## src/rtl/cnn_result_tx.sv

```systemverilog
// UART 8N1 transmitter for CNN result bytes, fed through a small FIFO.
// Define CNN_TX_PARITY_EN to insert an even-parity bit between data and stop.
module cnn_result_tx #(
  parameter int BAUD_DIV = 434,
  parameter int FIFO_AW  = 2
) (
  input  logic       clk,
  input  logic       rst_n,
  input  logic       trmt,
  input  logic [7:0] tx_data,
  output logic       TX,
  output logic       tx_done,
  output logic       bsy,
  output logic       full,
  output logic       ovf,
  output logic [2:0] o_dbg_state
);

  localparam int DEPTH = 2 ** FIFO_AW;

  localparam logic [2:0] S_IDLE  = 3'd0;
  localparam logic [2:0] S_START = 3'd1;
  localparam logic [2:0] S_DATA  = 3'd2;
  localparam logic [2:0] S_STOP  = 3'd3;
  localparam logic [2:0] S_PAR   = 3'd4;

  // Handshake: trmt is a single-cycle strobe with no ready; a strobe that
  // finds the FIFO full and no pop in the same cycle is dropped and sets ovf.

  logic [7:0]         r_mem [DEPTH];
  logic [FIFO_AW-1:0] r_wr_ptr;
  logic [FIFO_AW-1:0] r_rd_ptr;
  logic [FIFO_AW:0]   r_count;
  logic               r_ovf;

  logic [2:0]  r_state;
  logic [11:0] r_baud;
  logic [2:0]  r_bit;
  logic [7:0]  r_shift;
  logic        r_tx;
  logic        r_done;
  logic        r_bsy;
`ifdef CNN_TX_PARITY_EN
  logic        r_par;
`endif

  logic             w_full;
  logic             w_pop;
  logic             w_push;
  logic             w_drop;
  logic [FIFO_AW:0] w_count_nxt;
  logic [7:0]       w_head;
  logic             w_baud_exp;
  logic [2:0]       w_state_nxt;

  assign w_full      = (r_count == (FIFO_AW + 1)'(DEPTH));
  assign w_pop       = (r_state == S_IDLE) && (r_count != '0);
  assign w_push      = trmt && (!w_full || w_pop);
  assign w_drop      = trmt && w_full && !w_pop;
  assign w_count_nxt = r_count + {{FIFO_AW{1'b0}}, w_push} - {{FIFO_AW{1'b0}}, w_pop};
  assign w_head      = r_mem[r_rd_ptr];
  assign w_baud_exp  = (r_baud == 12'(BAUD_DIV - 1));

  always_ff @(posedge clk) begin
    if (w_push) begin
      r_mem[r_wr_ptr] <= tx_data;
    end
  end

  always_ff @(posedge clk or negedge rst_n) begin
    if (!rst_n) begin
      r_wr_ptr <= '0;
      r_rd_ptr <= '0;
      r_count  <= '0;
      r_ovf    <= 1'b0;
    end else begin
      if (w_push) r_wr_ptr <= r_wr_ptr + 1'b1;
      if (w_pop)  r_rd_ptr <= r_rd_ptr + 1'b1;
      if (w_drop) r_ovf    <= 1'b1;
      r_count <= w_count_nxt;
    end
  end

  always_comb begin
    w_state_nxt = r_state;
    case (r_state)
      S_IDLE:  if (w_pop) w_state_nxt = S_START;
      S_START: if (w_baud_exp) w_state_nxt = S_DATA;
      S_DATA: begin
        if (w_baud_exp && (r_bit == 3'd7)) begin
`ifdef CNN_TX_PARITY_EN
          w_state_nxt = S_PAR;
`else
          w_state_nxt = S_STOP;
`endif
        end
      end
`ifdef CNN_TX_PARITY_EN
      S_PAR:   if (w_baud_exp) w_state_nxt = S_STOP;
`endif
      S_STOP:  if (w_baud_exp) w_state_nxt = S_IDLE;
      default: w_state_nxt = S_IDLE;
    endcase
  end

  // TX is always updated one edge ahead, so the line reflects each bit
  // exactly on the edge the baud counter expires.
  always_ff @(posedge clk or negedge rst_n) begin
    if (!rst_n) begin
      r_state <= S_IDLE;
      r_baud  <= '0;
      r_bit   <= '0;
      r_shift <= '0;
      r_tx    <= 1'b1;
      r_done  <= 1'b0;
      r_bsy   <= 1'b0;
`ifdef CNN_TX_PARITY_EN
      r_par   <= 1'b0;
`endif
    end else begin
      r_state <= w_state_nxt;
      r_done  <= 1'b0;
      r_bsy   <= (w_count_nxt != '0) || (w_state_nxt != S_IDLE);
      if (r_state == S_IDLE) begin
        r_baud <= '0;
        if (w_pop) begin
          r_shift <= w_head;
          r_bit   <= '0;
          r_tx    <= 1'b0;
`ifdef CNN_TX_PARITY_EN
          r_par   <= ^w_head;
`endif
        end
      end else begin
        r_baud <= w_baud_exp ? 12'd0 : r_baud + 12'd1;
        if (w_baud_exp) begin
          case (r_state)
            S_START: r_tx <= r_shift[0];
            S_DATA: begin
              r_shift <= r_shift >> 1;
              r_bit   <= r_bit + 3'd1;
              if (r_bit == 3'd7) begin
`ifdef CNN_TX_PARITY_EN
                r_tx <= r_par;
`else
                r_tx <= 1'b1;
`endif
              end else begin
                r_tx <= r_shift[1];
              end
            end
            S_STOP: begin
              r_tx   <= 1'b1;
              r_done <= 1'b1;
            end
            default: r_tx <= 1'b1;
          endcase
        end
      end
    end
  end

  assign TX          = r_tx;
  assign tx_done     = r_done;
  assign bsy         = r_bsy;
  assign full        = w_full;
  assign ovf         = r_ovf;
  assign o_dbg_state = r_state;

endmodule

```

## config.mk

```make
export PLATFORM = sky130hd
export DESIGN_NAME = cnn_result_tx
export DESIGN_NICKNAME = d
export VERILOG_FILES = /design/src/rtl/cnn_result_tx.sv
export SDC_FILE = /design/constraint.sdc
export NUM_CORES = 1
export LEC_CHECK = 0
export CORE_MARGIN = 5
export CORE_UTILIZATION = 50
export CTS_BUF_LIST = sky130_fd_sc_hd__clkbuf_4
export CTS_CLUSTER_SIZE = 28
export DETAILED_ROUTE_END_ITERATION = 10
export GPL_TIMING_DRIVEN = 0
export PLACE_DENSITY = 0.73
export SYNTH_ARGS = -nofsm -noshare
export SYNTH_HDL_FRONTEND = slang
export SYNTH_SLANG_ARGS = --single-unit
```

## constraint.sdc

```tcl
create_clock -name clk -period 2.69 [get_ports clk]
set_input_delay 0.4035 -clock clk [delete_from_list [all_inputs] [get_ports clk]]
set_output_delay 0.4035 -clock clk [all_outputs]
set_load 0.02 [all_outputs]
```

==> results of run 1 <==
[through the flow]
| step | total power (uW) | setup TNS [ps] | cell area (um^2) | hold slack, ps |
|---|---|---|---|---|
| 2_1_floorplan | 2250 | 0 | 3040 | 108 |
| 3_3_place_gp | 2480 | 0 | 3310 | 479 |
| 3_5_place_dp | 2530 | -13.2 | 3310 | 480 |
| 4_1_cts | 3300 | 0 | 3480 | 90.3 |
| 5_1_grt | 3510 | 0 | 3500 | 105 |
| 6_report | 3280 | 0 | 3500 | 74.8 |
[sequential cells by signal, indices dropped and copies added (netlist names)]
signal and flops:
r_baud 12, ovf 1, tx_done 1, bsy 1
TX 1, r_bit 3, r_wr_ptr 2, r_rd_ptr 2
o_dbg_state 3, r_count 3, r_mem 32, r_shift 8
[layout make-up]
cell class / count / area share, %
clock inverter: 6 / 2.68
buffer: 8 / 1.47
sequential: 69 / 53.9
inverter: 7 / 0.751
tap: 75 / 2.68
clock buffer: 10 / 2.14
timing repair buffer: 19 / 5.22
multi-input combinational: 136 / 31.1
[worst reg2reg max path: stages (launching register included)]
cell and delay [ps]:
sky130_fd_sc_hd__dfrtp_1 430, sky130_fd_sc_hd__buf_2 200, sky130_fd_sc_hd__or3_4 400, sky130_fd_sc_hd__or3_4 390
sky130_fd_sc_hd__nand2_1 70, sky130_fd_sc_hd__ha_1 150, sky130_fd_sc_hd__fa_1 440, sky130_fd_sc_hd__nor3_2 200
sky130_fd_sc_hd__o2111ai_1 130
[per-layer routing]
| layer | vias to the layer above | routed length (um) | track usage, % |
|---|---|---|---|
| met5 | - | 0 | 0 |
| met4 | 0 | 80 | 7.53 |
| met3 | 8 | 168 | 3.39 |
| met2 | 27 | 2340 | 22.2 |
| met1 | 841 | 2330 | 19.8 |
| li1 | 842 | - | - |
[power breakdown]
part / leakage, uW / internal [uW] / switching [uW] / total [uW]
Sequential: 0.000760 / 1370 / 133 / 1500
Combinational: 0.000557 / 487 / 518 / 1010
Clock: 0.0000876 / 395 / 381 / 776
Total: 0.00140 / 2250 / 1030 / 3280
[logic make-up (layout without fill, tap and decap cells)]
kind of cell	Yosys count	count (layout)	synth area share (%)
fa+ha+maj	10	10	4.36
mux	18	18	9.59
other cells	1	1	0.123
flops	69	69	62.1
xor+xnor	16	16	4.61
buf+inv	15	50	2.51
simple gates	82	82	13.8
compound gates	9	9	2.88
[layout by cell type, fill, tap and decap left out, drive strengths merged, types with 2 or more instances in the layout]
cell,count
dfrtp,36
edfxtp,32
nand2,29
nor2,18
clkdlybuf4s50,17
xnor2,14
clkbuf,11
mux2,9
ha,9
inv,9
nor3,9
buf,9
mux4,8
nand3,6
nor3b,4
and3,4
a22o,3
nand4,3
nor4,3
xor2,2
or3,2
bufinv,2
[path summary, 6_finish.rpt]
kind / from / end / depth (start not counted)
max: o_dbg_state[0]$_DFF_PN0_ / bsy$_DFF_PN0_ / 8
min reg2reg: ovf$_DFFE_PN0P_ / ovf$_DFFE_PN0P_ / 1
min in group clk: ovf$_DFFE_PN0P_ / ovf$_DFFE_PN0P_ / 1
max reg2reg: o_dbg_state[0]$_DFF_PN0_ / bsy$_DFF_PN0_ / 8
min: rst_n / r_rd_ptr[1]$_DFFE_PN0P_ / 1
max in group asynchronous: rst_n / r_count[0]$_DFF_PN0_ / 1
[what timing repair did]
item                                    CTS  global route
endpoints found under the setup margin    1             1
pin swaps                                 1             1
resized for setup                         1             3
setup buffers                             0             1
==> key figures, run 1 <==
Logic synthesis
  – Avg Inst Size Synth: 13.8 um^2
  – Most common cell in the synthesized netlist: sky130_fd_sc_hd__dfrtp_1
  – Cell type contributing the most total cell area after synthesis: sky130_fd_sc_hd__edfxtp_1
  – Syn_nets: 241
  – Number of storage elements in the synthesis netlist: 69
  – Count of cell types in the netlist: 39
  – Most area-consuming cells after synthesis: sky130_fd_sc_hd__edfxtp_1 32%, sky130_fd_sc_hd__dfrtp_1 30%, sky130_fd_sc_hd__mux4_2 5.9%, sky130_fd_sc_hd__xnor2_1 4.0%, sky130_fd_sc_hd__ha_1 3.7%
  – Sequential share of the synthesized area: 62.1%
  – Cell count after synthesis: 220
  – Fraction of synthesis flops using an asynchronous set or reset pin: 53.6%
  – Area share of the largest cell type after synthesis: 31.6%
  – Most numerous cell types in the synthesized netlist: 36 x sky130_fd_sc_hd__dfrtp_1, 32 x sky130_fd_sc_hd__edfxtp_1, 29 x sky130_fd_sc_hd__nand2_1
  – Area of the mapped netlist: 3040 um^2
  – Top_reg_cell synth: sky130_fd_sc_hd__dfrtp_1
  – Number of synthesized flops with an enable pin: 32
  – Synth warn: 0

Floorplan
  – Die H: 88.0 um
  – Die outline area: 7740 um^2
  – Die Wd: 88.0 um
  – Area of the core region: 5920 um^2
  – Number of rows created at floorplan: 28
  – Initial core utilization: 51.3%
  – Top-level I/O count: 19

STA
  – Max-slew violation count: 0
  – Final setup skew: 21.1 ps
  – Worst relative slew slack: 46.1%
  – Setup violation total in the final timing report: 0
  – Unrepaired setup endpoints after global routing: false
  – Worst setup margin: 162 ps
  – Count of endpoints failing hold in the final timing report: 0
  – Maximum clock rate: 0.396 GHz
  – Slew at the pin closest to its max-slew limit: 808 ps
  – Portion of the clock cycle consumed by the worst path in the final layout: 94.0%
  – Shortest clock period the worst path allows after layout: 2530 ps

Worst setup path
  – Classification of the worst setup path: reg2reg
  – Internal reg-to-reg setup slack: 160 ps
  – Critical-path cell list: buf_2, or3_4, or3_4, nand2_1, ha_1, fa_1, nor3_2, o2111ai_1
  – Stage delay of the slowest cell on the critical path: 440 ps
  – Arrival time of the worst setup path: 2800 ps
  – Crit path buf inv count: 1
  – Worst-path maximum fanout: 10
  – Largest delay share family, worst path: simple AND/OR/NAND/NOR gates
  – Crit path max-delay cell type: sky130_fd_sc_hd__fa_1
  – Crit path capture type: flip-flop
  – Most common cell type on the critical path: sky130_fd_sc_hd__or3_4
  – Data required time of the critical path: 2960 ps
  – Startpoint type of the worst setup path: flip-flop

Global routing
  – Pin count of the biggest net entering global routing: 38
  – Global-route total usage across every layer: 14.7%
  – GRT Residual Overflow: 0
  – Initial antenna violation count: 0
  – Number of global-route vias before repair: 1800
  – Wire length of the first global-routing pass: 8.49 mm

Placement
  – GPL Wtd Cong: 0.755
  – Worst-case setup slack after placement: -13.2 ps
  – Placed wire-length estimate after detailed placement: 3.40 mm
  – Port buffer count: 18
  – Inst Count DP: 313

Outcome
  – Result of the run: finished, final reports clean

Finish
  – Register area: 1890 um^2
  – Final Net Count: 271
  – Final instance count without filler cells: 330
  – # diodes: 0
  – Area growth, synth to finish: 15.2%
  – Count of fill cells added during filler insertion: 474
  – Post-Route Utilization: 59.1%
  – Multi-input gate area in the final layout: 1090 um^2
  – Share of layout cells above drive strength 1: 20.8%

Worst hold path
  – Path category of the worst min-delay check: in2async

Detailed routing
  – Iter 0 DRT Violations: 109
  – Vias per cell: 5.21
  – Routed vias: 1718
  – Routed length per instance: 14.9 um
  – Post-route ant nets: 0
  – 1st-pass router iterations: 5
  – Post-route DRC: 0
  – Final routed wirelength across all metal layers: 4.92 mm

Clock tree
  – Clock-pin transition on the worst setup and hold timing paths: 120 ps
  – CTS Hold Buffers Added: 0
  – Buffer depth of the longest clock path: 2
  – Clock buffer count from CTS: 9
  – CTS tree: yes
  – Buffer cell driving the clock tree root: sky130_fd_sc_hd__clkbuf_4
  – H-tree levels: 3
  – Total number of clock tree sinks: 69
  – Worst-skew pair later-pin latency: 400 ps

Power
  – Worst ir drop on vdd: 0.549 mV
  – Cell leakage power: 0.00140 uW
  – Power Dens Cells: 938 nW/um^2

Flow run
  – Max-cap violations: 0
No activity file was read; power rests on OpenSTA's default activity.
==> run 2: changes to the inputs <==
--- a/config.mk
+++ b/config.mk
@@ -11,7 +11,10 @@
 export CTS_CLUSTER_SIZE = 28
 export DETAILED_ROUTE_END_ITERATION = 10
 export GPL_TIMING_DRIVEN = 0
+export HOLD_SLACK_MARGIN = 0.12
 export PLACE_DENSITY = 0.73
+export SKIP_LAST_GASP = 1
 export SYNTH_ARGS = -nofsm -noshare
 export SYNTH_HDL_FRONTEND = slang
 export SYNTH_SLANG_ARGS = --single-unit
+export TNS_END_PERCENT = 30
==> key figures, run 2 (synthesis gave the netlist of run 1 again) <==
Worst setup path
  – Crit path buf inv count: 1
  – Reg2reg end: bsy$_DFF_PN0_
  – Crit path capture type: flip-flop
  – Cell depth of the worst flop-to-flop path: 8
  – Timing endpoint of the critical path: bsy$_DFF_PN0_
  – Arrival time of the worst setup path: 2800 ps
  – Internal reg-to-reg setup slack: 160 ps
  – Most common cell type on the critical path: sky130_fd_sc_hd__or3_4
  – Data required time of the critical path: 2960 ps
  – Worst-path maximum fanout: 10
  – Startpoint type of the worst setup path: flip-flop
  – Largest delay share family, worst path: simple AND/OR/NAND/NOR gates
  – Critical-path cell list: buf_2, or3_4, or3_4, nand2_1, ha_1, fa_1, nor3_2, o2111ai_1
  – Reg-to-reg critical path startpoint: o_dbg_state[0]$_DFF_PN0_
  – Crit path max-delay cell type: sky130_fd_sc_hd__fa_1
  – Classification of the worst setup path: reg2reg
  – CP startpoint: o_dbg_state[0]$_DFF_PN0_
  – Stage delay of the slowest cell on the critical path: 440 ps
  – Cell depth of the worst setup path: 8

Clock tree
  – Clock buffer count from CTS: 9
  – Buffer depth of the longest clock path: 2
  – Worst-skew pair later-pin latency: 400 ps
  – Total number of clock tree sinks: 69
  – Clock-pin transition on the worst setup and hold timing paths: 120 ps
  – Buffer cell driving the clock tree root: sky130_fd_sc_hd__clkbuf_4
  – CTS tree: yes
  – H-tree levels: 3

Placement
  – Port buffer count: 18
  – Placed wire-length estimate after detailed placement: 3.40 mm
  – GPL Wtd Cong: 0.755
  – Worst-case setup slack after placement: -13.2 ps

Finish
  – Top register by number of flip-flops: r_mem
  – Highest-count cells in the layout ignoring fill and taps: 36 x sky130_fd_sc_hd__dfrtp_1, 32 x sky130_fd_sc_hd__edfxtp_1, 29 x sky130_fd_sc_hd__nand2_1, 18 x sky130_fd_sc_hd__nor2_1, 17 x sky130_fd_sc_hd__clkdlybuf4s50_1
  – Final Net Count: 272
  – # diodes: 0
  – Flip-flop count of the largest register, all copies and words added: 32
  – Share of layout cells above drive strength 1: 20.7%
  – Count of fill cells added during filler insertion: 473
  – Most common cell after layout, fill and taps aside: sky130_fd_sc_hd__dfrtp_1
  – Area growth, synth to finish: 15.5%
  – Top Registers: r_mem (32), r_baud (12), r_shift (8)

Floorplan
  – Die Wd: 88.0 um
  – Die outline area: 7740 um^2
  – Number of rows created at floorplan: 28
  – Top-level I/O count: 19
  – Die H: 88.0 um
  – Initial core utilization: 51.3%
  – Area of the core region: 5920 um^2

Global routing
  – Initial antenna violation count: 0
  – Global-route total usage across every layer: 14.7%
  – Wire length of the first global-routing pass: 8.49 mm
  – Number of global-route vias before repair: 1800
  – GRT Residual Overflow: 0
  – Pin count of the biggest net entering global routing: 38

Outcome
  – Result of the run: finished, final reports clean

Detailed routing
  – Iter 0 DRT Violations: 115
  – Final routed wirelength across all metal layers: 4.91 mm
  – Post-route ant nets: 0
  – Routed length per instance: 14.8 um
  – Post-route DRC: 0
  – Vias per cell: 5.18
  – 1st-pass router iterations: 4
  – Routed vias: 1716

STA
  – Worst setup margin: 161 ps
  – Portion of the clock cycle consumed by the worst path in the final layout: 94.0%
  – Slew at the pin closest to its max-slew limit: 810 ps
  – Shortest clock period the worst path allows after layout: 2530 ps
  – Max-slew violation count: 0
  – Unrepaired setup endpoints after global routing: false
  – Maximum clock rate: 0.395 GHz
  – Worst relative slew slack: 46.0%
  – Setup violation total in the final timing report: 0
  – Worst Hold Slack: 496 ps
  – Count of endpoints failing hold in the final timing report: 0
  – Final setup skew: 20.9 ps

Power
  – Cell leakage power: 0.00141 uW
  – Power Dens Cells: 935 nW/um^2
  – Worst ir drop on vdd: 0.549 mV

Flow run
  – Max-cap violations: 0

Worst hold path
  – Path category of the worst min-delay check: reg2reg
[run 2: how the worst min path moves through the flow]
stage	startpoint	to	slack (ps)	cells after the start
after floorplan	rst_n	bsy$_DFF_PN0_	110	0
after global placement	ovf$_DFFE_PN0P_	ovf$_DFFE_PN0P_	480	1
after detailed placement	ovf$_DFFE_PN0P_	ovf$_DFFE_PN0P_	480	1
after CTS	ovf$_DFFE_PN0P_	ovf$_DFFE_PN0P_	510	1
after global routing	ovf$_DFFE_PN0P_	ovf$_DFFE_PN0P_	520	1
final	ovf$_DFFE_PN0P_	ovf$_DFFE_PN0P_	500	1
[run 2: layer usage]
metal,GRT usage [%],wire [um],up-vias
met4,7.53,80,0
met5,0,0,-
met3,3.39,160,8
met1,19.8,2330,841
li1,-,-,842
met2,22.2,2340,25
[run 2: report_power, final]
part | total, uW | switching [uW] | internal (uW)
Clock | 775 | 380 | 395
Sequential | 1500 | 132 | 1370
Combinational | 1010 | 517 | 488
Total | 3280 | 1030 | 2250
[run 2: through the flow]
stage	util, %	power (uW)	cells	TNS [ps]	cell area, um^2
2_1_floorplan	-	2250	220	0	3040
3_3_place_gp	56.0	2480	313	0	3310
3_5_place_dp	55.9	2530	313	-13.2	3310
4_1_cts	58.9	3310	330	0	3490
5_1_grt	59.3	3510	331	0	3510
6_report	59.3	3280	331	0	3510
[run 2: repair_timing]
action	in CTS	in global routing
hold buffers	1	0
pin swaps	1	1
gates resized for setup	1	3
cloned	0	0
buffers inserted	0	1
setup endpoints to repair	1	1
endpoints found under the hold margin	36	0
[run 2: area by class of cell]
class                   count  area [um^2]  share of cell area, %
clock buffers              10         75.1                   2.14
multi-input cells         136         1090                   31.0
repair buffers             20          193                   5.49
plain buffers               8         51.3                   1.46
flip-flops and latches     69         1890                   53.8
well taps                  75         93.8                   2.67
inverters                   7         26.3                  0.748
clock inverters             6         93.8                   2.67
==> run 3: changes to the inputs <==
--- a/config.mk
+++ b/config.mk
@@ -5,6 +5,7 @@
 export SDC_FILE = /design/constraint.sdc
 export NUM_CORES = 1
 export LEC_CHECK = 0
+export ABC_CLOCK_PERIOD_IN_PS = 2690
 export CORE_MARGIN = 5
 export CORE_UTILIZATION = 50
 export CTS_BUF_LIST = sky130_fd_sc_hd__clkbuf_4
==> results of run 3 <==
Final layout, timing and power as in run 2 (identical DEF).
==> patch 1 (settings of run 1) <==
Put one more register stage on the output `TX`, cleared by the reset. The value now appears one clock later. The other outputs are not delayed to match.
--- a/src/rtl/cnn_result_tx.sv
+++ b/src/rtl/cnn_result_tx.sv
@@ -162,3 +162,9 @@
 
-  assign TX          = r_tx;
+  always_ff @(posedge clk or negedge rst_n) begin
+    if (!rst_n) begin
+      TX <= '0;
+    end else begin
+      TX <= r_tx;
+    end
+  end
   assign tx_done     = r_done;
Behaviour: not the same (a bounded check fails within 4 cycles, from zero or initial values and one cycle with rst_n low).
==> patch 1 against run 1 <==
  * Worst setup slack got worse by 14 ps
  * Wire length fell by 0.41%
  * Synthesized cell count rose by 0.45%
  * Final area fell by 0.46%
  * Power fell by 2.8%
  * Fmax fell by 0.55%
  * Area after synthesis rose by 0.82%
  * Sequential cell count rose by 1
  * Largest cell class unchanged
  * Largest power group unchanged
==> patch 1: results (changes against run 1) <==
----------------------------------------------------
[Setup path]
  Critical path class ... reg2reg (unchanged)
  Critical path arrival ... 2830 ps (was 2800 ps)
  Cell with the largest stage delay on the worst path ... sky130_fd_sc_hd__dfrtp_1 (was sky130_fd_sc_hd__fa_1)
  Gate family responsible for the most delay along the worst path ... simple AND/OR/NAND/NOR gates (unchanged)
  Cell depth of the worst flop-to-flop path ... 8 (unchanged)

[Global route]
  Global-route wire length before repair ... 8630 µm (was 8490 µm)
  Largest net degree at the start of global routing ... 39 (was 38)
  Via count of the first global-routing pass ... 1803 (was 1800)
  Initial antenna violation count ... 0 (unchanged)
  Total global routing track utilization ... 15.0% (was 14.7%)

[Logic synthesis]
  Share of synthesized registers carrying an async set or reset ... 54.3% (was 53.6%)
  Unique cell type count in the Yosys netlist ... 39 (unchanged)
  Most area-consuming cells after synthesis ... sky130_fd_sc_hd__edfxtp_1, sky130_fd_sc_hd__dfrtp_1, sky130_fd_sc_hd__mux4_2 (unchanged)
  Mean instance size in the synthesized netlist ... 13.9 µm² (was 13.8 µm²)
  Syn nets ... 242 (was 241)
  Proportion of synthesized chip area in sequential cells ... 62.4% (was 62.1%)
  Top cells by count, synth ... sky130_fd_sc_hd__dfrtp_1, sky130_fd_sc_hd__edfxtp_1, sky130_fd_sc_hd__nand2_1 (unchanged)
  Number of flops mapped to enable cells by yosys ... 32 (unchanged)

[Routing]
  Number of iterations in the first detailed-routing pass ... 4 (was 5)
  Routed WL per cell ... 14.8 µm (was 14.9 µm)
  Vias per cell ... 5.25 (was 5.21)
  Detailed router's first-iteration violation count ... 48 (was 109)

[Place]
  Cell total after placement ... 314 (was 313)
  Detailed-placement wirelength estimate ... 3320 µm (was 3400 µm)
  Post-place instance area ... 3330 µm² (was 3310 µm²)
  Global placer's final weighted congestion ... 0.774 (was 0.755)

[Run status]
  Result of the run ... complete, no violations (unchanged)

[Min path]
  Worst hold path class ... in2async (unchanged)

[CTS]
  Skew-Pair Late Insertion Delay ... 420 ps (was 400 ps)
  H-tree level count ... 3 (unchanged)
  TritonCTS buffer count ... 9 (unchanged)

[Timing]
  Min Hold Slack ... 70.6 ps (was 74.8 ps)
  Clock Skew ... 12.3 ps (was 21.1 ps)
  Actual transition at the worst max-transition pin ... 842 ps (was 808 ps)
  Final Cycle Share ... 94.5% (was 94.0%)

[Cells and area]
  Final Instance Count excl. Fillers ... 330 (unchanged)
  Antenna diode instance count ... 0 (unchanged)
  Proportion of layout cells with a drive suffix above 1 ... 19.6% (was 20.8%)
  Filler Cells Inserted ... 484 (was 474)

[Power]
  Static leakage power ... 1.41 nW (was 1.40 nW)
  Worst ir drop on vdd ... 0.553 mV (was 0.549 mV)

----------------------------------------------------
-- patch 1: cell families (layout without fill, tap and decap cells) --
| kind of cell | after synthesis | count (layout) | share of synthesized area (%) |
|---|---|---|---|
| buffers and inverters | 15 | 49 | 2.49 |
| other | 1 | 1 | 0.122 |
| AO/OA/AOI/OAI | 9 | 9 | 2.86 |
| flip-flops | 70 | 70 | 62.4 |
| XOR/XNOR | 16 | 16 | 4.57 |
| AND/OR/NAND/NOR | 82 | 82 | 13.7 |
| adder cells (fa/ha/maj) | 10 | 10 | 4.33 |
| multiplexers | 18 | 18 | 9.51 |
-- patch 1: power by group --
group          leakage [nW]  internal [mW]  switching (mW)
combinational         0.550          0.478           0.506
sequential            0.774           1.39           0.133
clock                0.0814          0.302           0.387
-- patch 1: per-stage QoR --
stage / utilization, % / setup WS (ps)
6_report: 58.5 / 148
3_5_place_dp: 56.0 / 45.7
4_1_cts: 58.4 / 17.6
5_1_grt: 58.5 / 2.96
2_1_floorplan: - / 81.6
3_3_place_gp: 56.1 / 66.9
-- patch 1: routing by layer --
| layer | up-vias | track usage (%) | part of all wire [%] |
|---|---|---|---|
| met5 | - | 0 | 0 |
| met4 | 0 | 7.42 | 2.2 |
| met3 | 12 | 5.03 | 4.2 |
| met2 | 31 | 23.2 | 48 |
| met1 | 845 | 19.1 | 46 |
| li1 | 846 | - | - |
-- patch 1: cell type report --
type                    instances  area (µm²)  area share [%]
clock buffers                  10        75.1            2.15
plain buffers                   8        51.3            1.47
clock inverters                 6        70.1            2.01
repair buffers                 18         175            5.03
flip-flops and latches         70        1910            54.9
inverters                       7        26.3           0.754
well taps                      75        93.8            2.69
multi-input cells             136        1080            31.0
-- patch 1: what timing repair did --
action,CTS,global route
setup endpoints to repair,0,1
gates resized for setup,0,3
setup buffers,0,0
endpoints found under the hold margin,0,0
==> patch 2 (config.mk and constraints of run 1) <==
Without the edit above. Set the parameter `BAUD_DIV` to 325 (it was 434).
--- a/src/rtl/cnn_result_tx.sv
+++ b/src/rtl/cnn_result_tx.sv
@@ -3,3 +3,3 @@
 module cnn_result_tx #(
-  parameter int BAUD_DIV = 434,
+  parameter int BAUD_DIV = 325,
   parameter int FIFO_AW  = 2
Formal check against the unedited RTL: no difference found for any inputs over 10 cycles, from zero or initial values and one cycle with rst_n low; that may be too few to reach the edited logic, so the function may still have changed.
==> patch 2 against run 1 <==
  * Count of clock-buffer cells in the layout stayed put
  * Wire length is 4.5% higher
  * Hold slack hardly changed
  * Final area is 0.96% higher
  * Sequential cell count stayed put
  * Power is 2.2% lower
  * Worst setup slack worse by 17 ps
  * Area after synthesis is 1.1% higher
  * Sequential share of layout area is 0.48 points lower
  * Via count is 3.6% higher
  * Critical path type unchanged
  * Highest routed layer unchanged
  * Utilization is 0.22 points higher
==> patch 2: results (changes against run 1) <==
----------------------------------------------------
[Timing]
  Actual transition at the worst max-transition pin ... 799 ps (was 808 ps)
  Min Tclk post-route ... 2550 ps (was 2530 ps)
  Clock Skew ... 12.0 ps (was 21.1 ps)

[Cells and area]
  Final Instance Count excl. Fillers ... 336 (was 330)
  Proportion of layout cells with a drive suffix above 1 ... 22.2% (was 20.8%)
  Number of nets at the end of the flow ... 277 (was 271)

[Logic synthesis]
  Number of cells produced by synthesis ... 222 (was 220)
  Syn nets ... 243 (was 241)
  Portion of synthesized cell area occupied by the leading cell type ... 31.3% (was 31.6%)
  Most instantiated flip-flop cell in the synthesis netlist ... sky130_fd_sc_hd__dfrtp_1 (unchanged)
  Number of flops mapped to enable cells by yosys ... 32 (unchanged)
  Yosys warns ... 0 (unchanged)
  Most area-consuming cells after synthesis ... sky130_fd_sc_hd__edfxtp_1, sky130_fd_sc_hd__dfrtp_1, sky130_fd_sc_hd__mux4_2 (unchanged)
  Share of synthesized registers carrying an async set or reset ... 53.6% (unchanged)
  Top cells by count, synth ... sky130_fd_sc_hd__dfrtp_1, sky130_fd_sc_hd__edfxtp_1, sky130_fd_sc_hd__nand2_1 (unchanged)
  Proportion of synthesized chip area in sequential cells ... 61.5% (was 62.1%)
  Unique cell type count in the Yosys netlist ... 44 (was 39)

[Min path]
  Worst hold path class ... in2async (unchanged)

[Place]
  Detailed-placement wirelength estimate ... 3460 µm (was 3400 µm)
  Cell total after placement ... 315 (was 313)
  Global placer's final weighted congestion ... 0.750 (was 0.755)
  Post-placement setup slack ... -442 ps (was -13.2 ps)
  Buffers on Ports ... 18 (unchanged)

[Routing]
  Detailed router's first-iteration violation count ... 81 (was 109)
  Vias per cell ... 5.29 (was 5.21)
  Detail Route met3 WL ... 209 µm (was 168 µm)
  Routed metal-1 wirelength ... 2340 µm (was 2330 µm)
  Total Routed Length ... 5140 µm (was 4920 µm)
  Met2 Wirelength ... 2540 µm (was 2340 µm)
  Number of iterations in the first detailed-routing pass ... 4 (was 5)

[Global route]
  Total global routing track utilization ... 14.9% (was 14.7%)
  Initial antenna violation count ... 0 (unchanged)
  Global-route wire length before repair ... 8580 µm (was 8490 µm)
  Via count of the first global-routing pass ... 1840 (was 1800)
  Largest net degree at the start of global routing ... 38 (unchanged)

[Setup path]
  R2R setup slack ... 140 ps (was 160 ps)
  CP Max Fanout ... 5 (was 10)
  Worst R2R Start ... o_dbg_state[1] (was o_dbg_state[0])
  Cell depth of the worst flop-to-flop path ... 8 (unchanged)

[Run status]
  Result of the run ... complete, no violations (unchanged)

[CTS]
  Clk pin slew, worst setup/hold paths ... 110 ps
  Buffer levels on the longest clock path ... 2 (unchanged)
  H-tree level count ... 3 (unchanged)

[Power]
  Worst ir drop on vdd ... 0.565 mV (was 0.549 mV)
  Static leakage power ... 1.44 nW (was 1.40 nW)

----------------------------------------------------
-- patch 2: cell families after synthesis --
group           Yosys count  share of synthesized area (%)
buf+inv                  15                           2.65
fa+ha+maj                10                           4.32
mux                      18                           10.3
other cells               1                          0.122
xor+xnor                 15                           4.28
compound gates           12                           2.81
flops                    69                           61.5
simple gates             82                           14.0
-- patch 2: worst max-delay path by stage --
stage                         startpoint  cells after the start  endpoint
final                     o_dbg_state[1]                      8       bsy
after global routing      o_dbg_state[1]                      8       bsy
after CTS                 o_dbg_state[1]                      8       bsy
after detailed placement  o_dbg_state[1]                      9       bsy
after global placement    o_dbg_state[1]                      9       bsy
after floorplan           o_dbg_state[1]                      9       bsy
-- patch 2: repair_timing --
item | 4_1_cts | 5_1_grt
buffers inserted | 0 | 5
pin swaps | 0 | 5
gates resized for setup | 2 | 4
setup endpoints to repair | 2 | 1
-- patch 2: where the power goes --
| group | internal [mW] | leakage (nW) | switching [mW] |
|---|---|---|---|
| sequential | 1.37 | 0.760 | 0.151 |
| clock | 0.285 | 0.0712 | 0.352 |
| combinational | 0.539 | 0.613 | 0.514 |
-- patch 2: per-layer routing --
layer | GRT usage, % | vias up
li1 | - | 868
met1 | 19.3 | 879
met2 | 23.6 | 28
met3 | 5.40 | 4
met4 | 4.95 | 0
met5 | 0 | -
-- patch 2: cell type report --
type	count	area, µm²
Fill cell	493	2420
Clock inverter	6	55.1
Inverter	8	30.0
Timing Repair Buffer	23	213
Buffer	7	51.3
Clock buffer	10	75.1
Multi-Input combinational cell	138	1130
Tap cell	75	93.8
Sequential cell	69	1890
-- patch 2: worst max-delay path, stage by stage (launching register included) --
cell	delay, ps
sky130_fd_sc_hd__dfrtp_1	400
sky130_fd_sc_hd__buf_6	130
sky130_fd_sc_hd__or3_4	390
sky130_fd_sc_hd__or3_4	390
sky130_fd_sc_hd__nand2_1	70
sky130_fd_sc_hd__ha_2	170
sky130_fd_sc_hd__fa_1	440
sky130_fd_sc_hd__nor4_2	290
sky130_fd_sc_hd__o211ai_1	120
-- patch 2: stage by stage --
step                      hold WS [ps]  util [%]  area (µm²)
after floorplan                    108         -        3070
after global placement             450      56.2        3350
after detailed placement           455      56.1        3340
after CTS                         97.8      58.5        3480
after global routing               130      59.3        3530
final                             74.6      59.3        3530
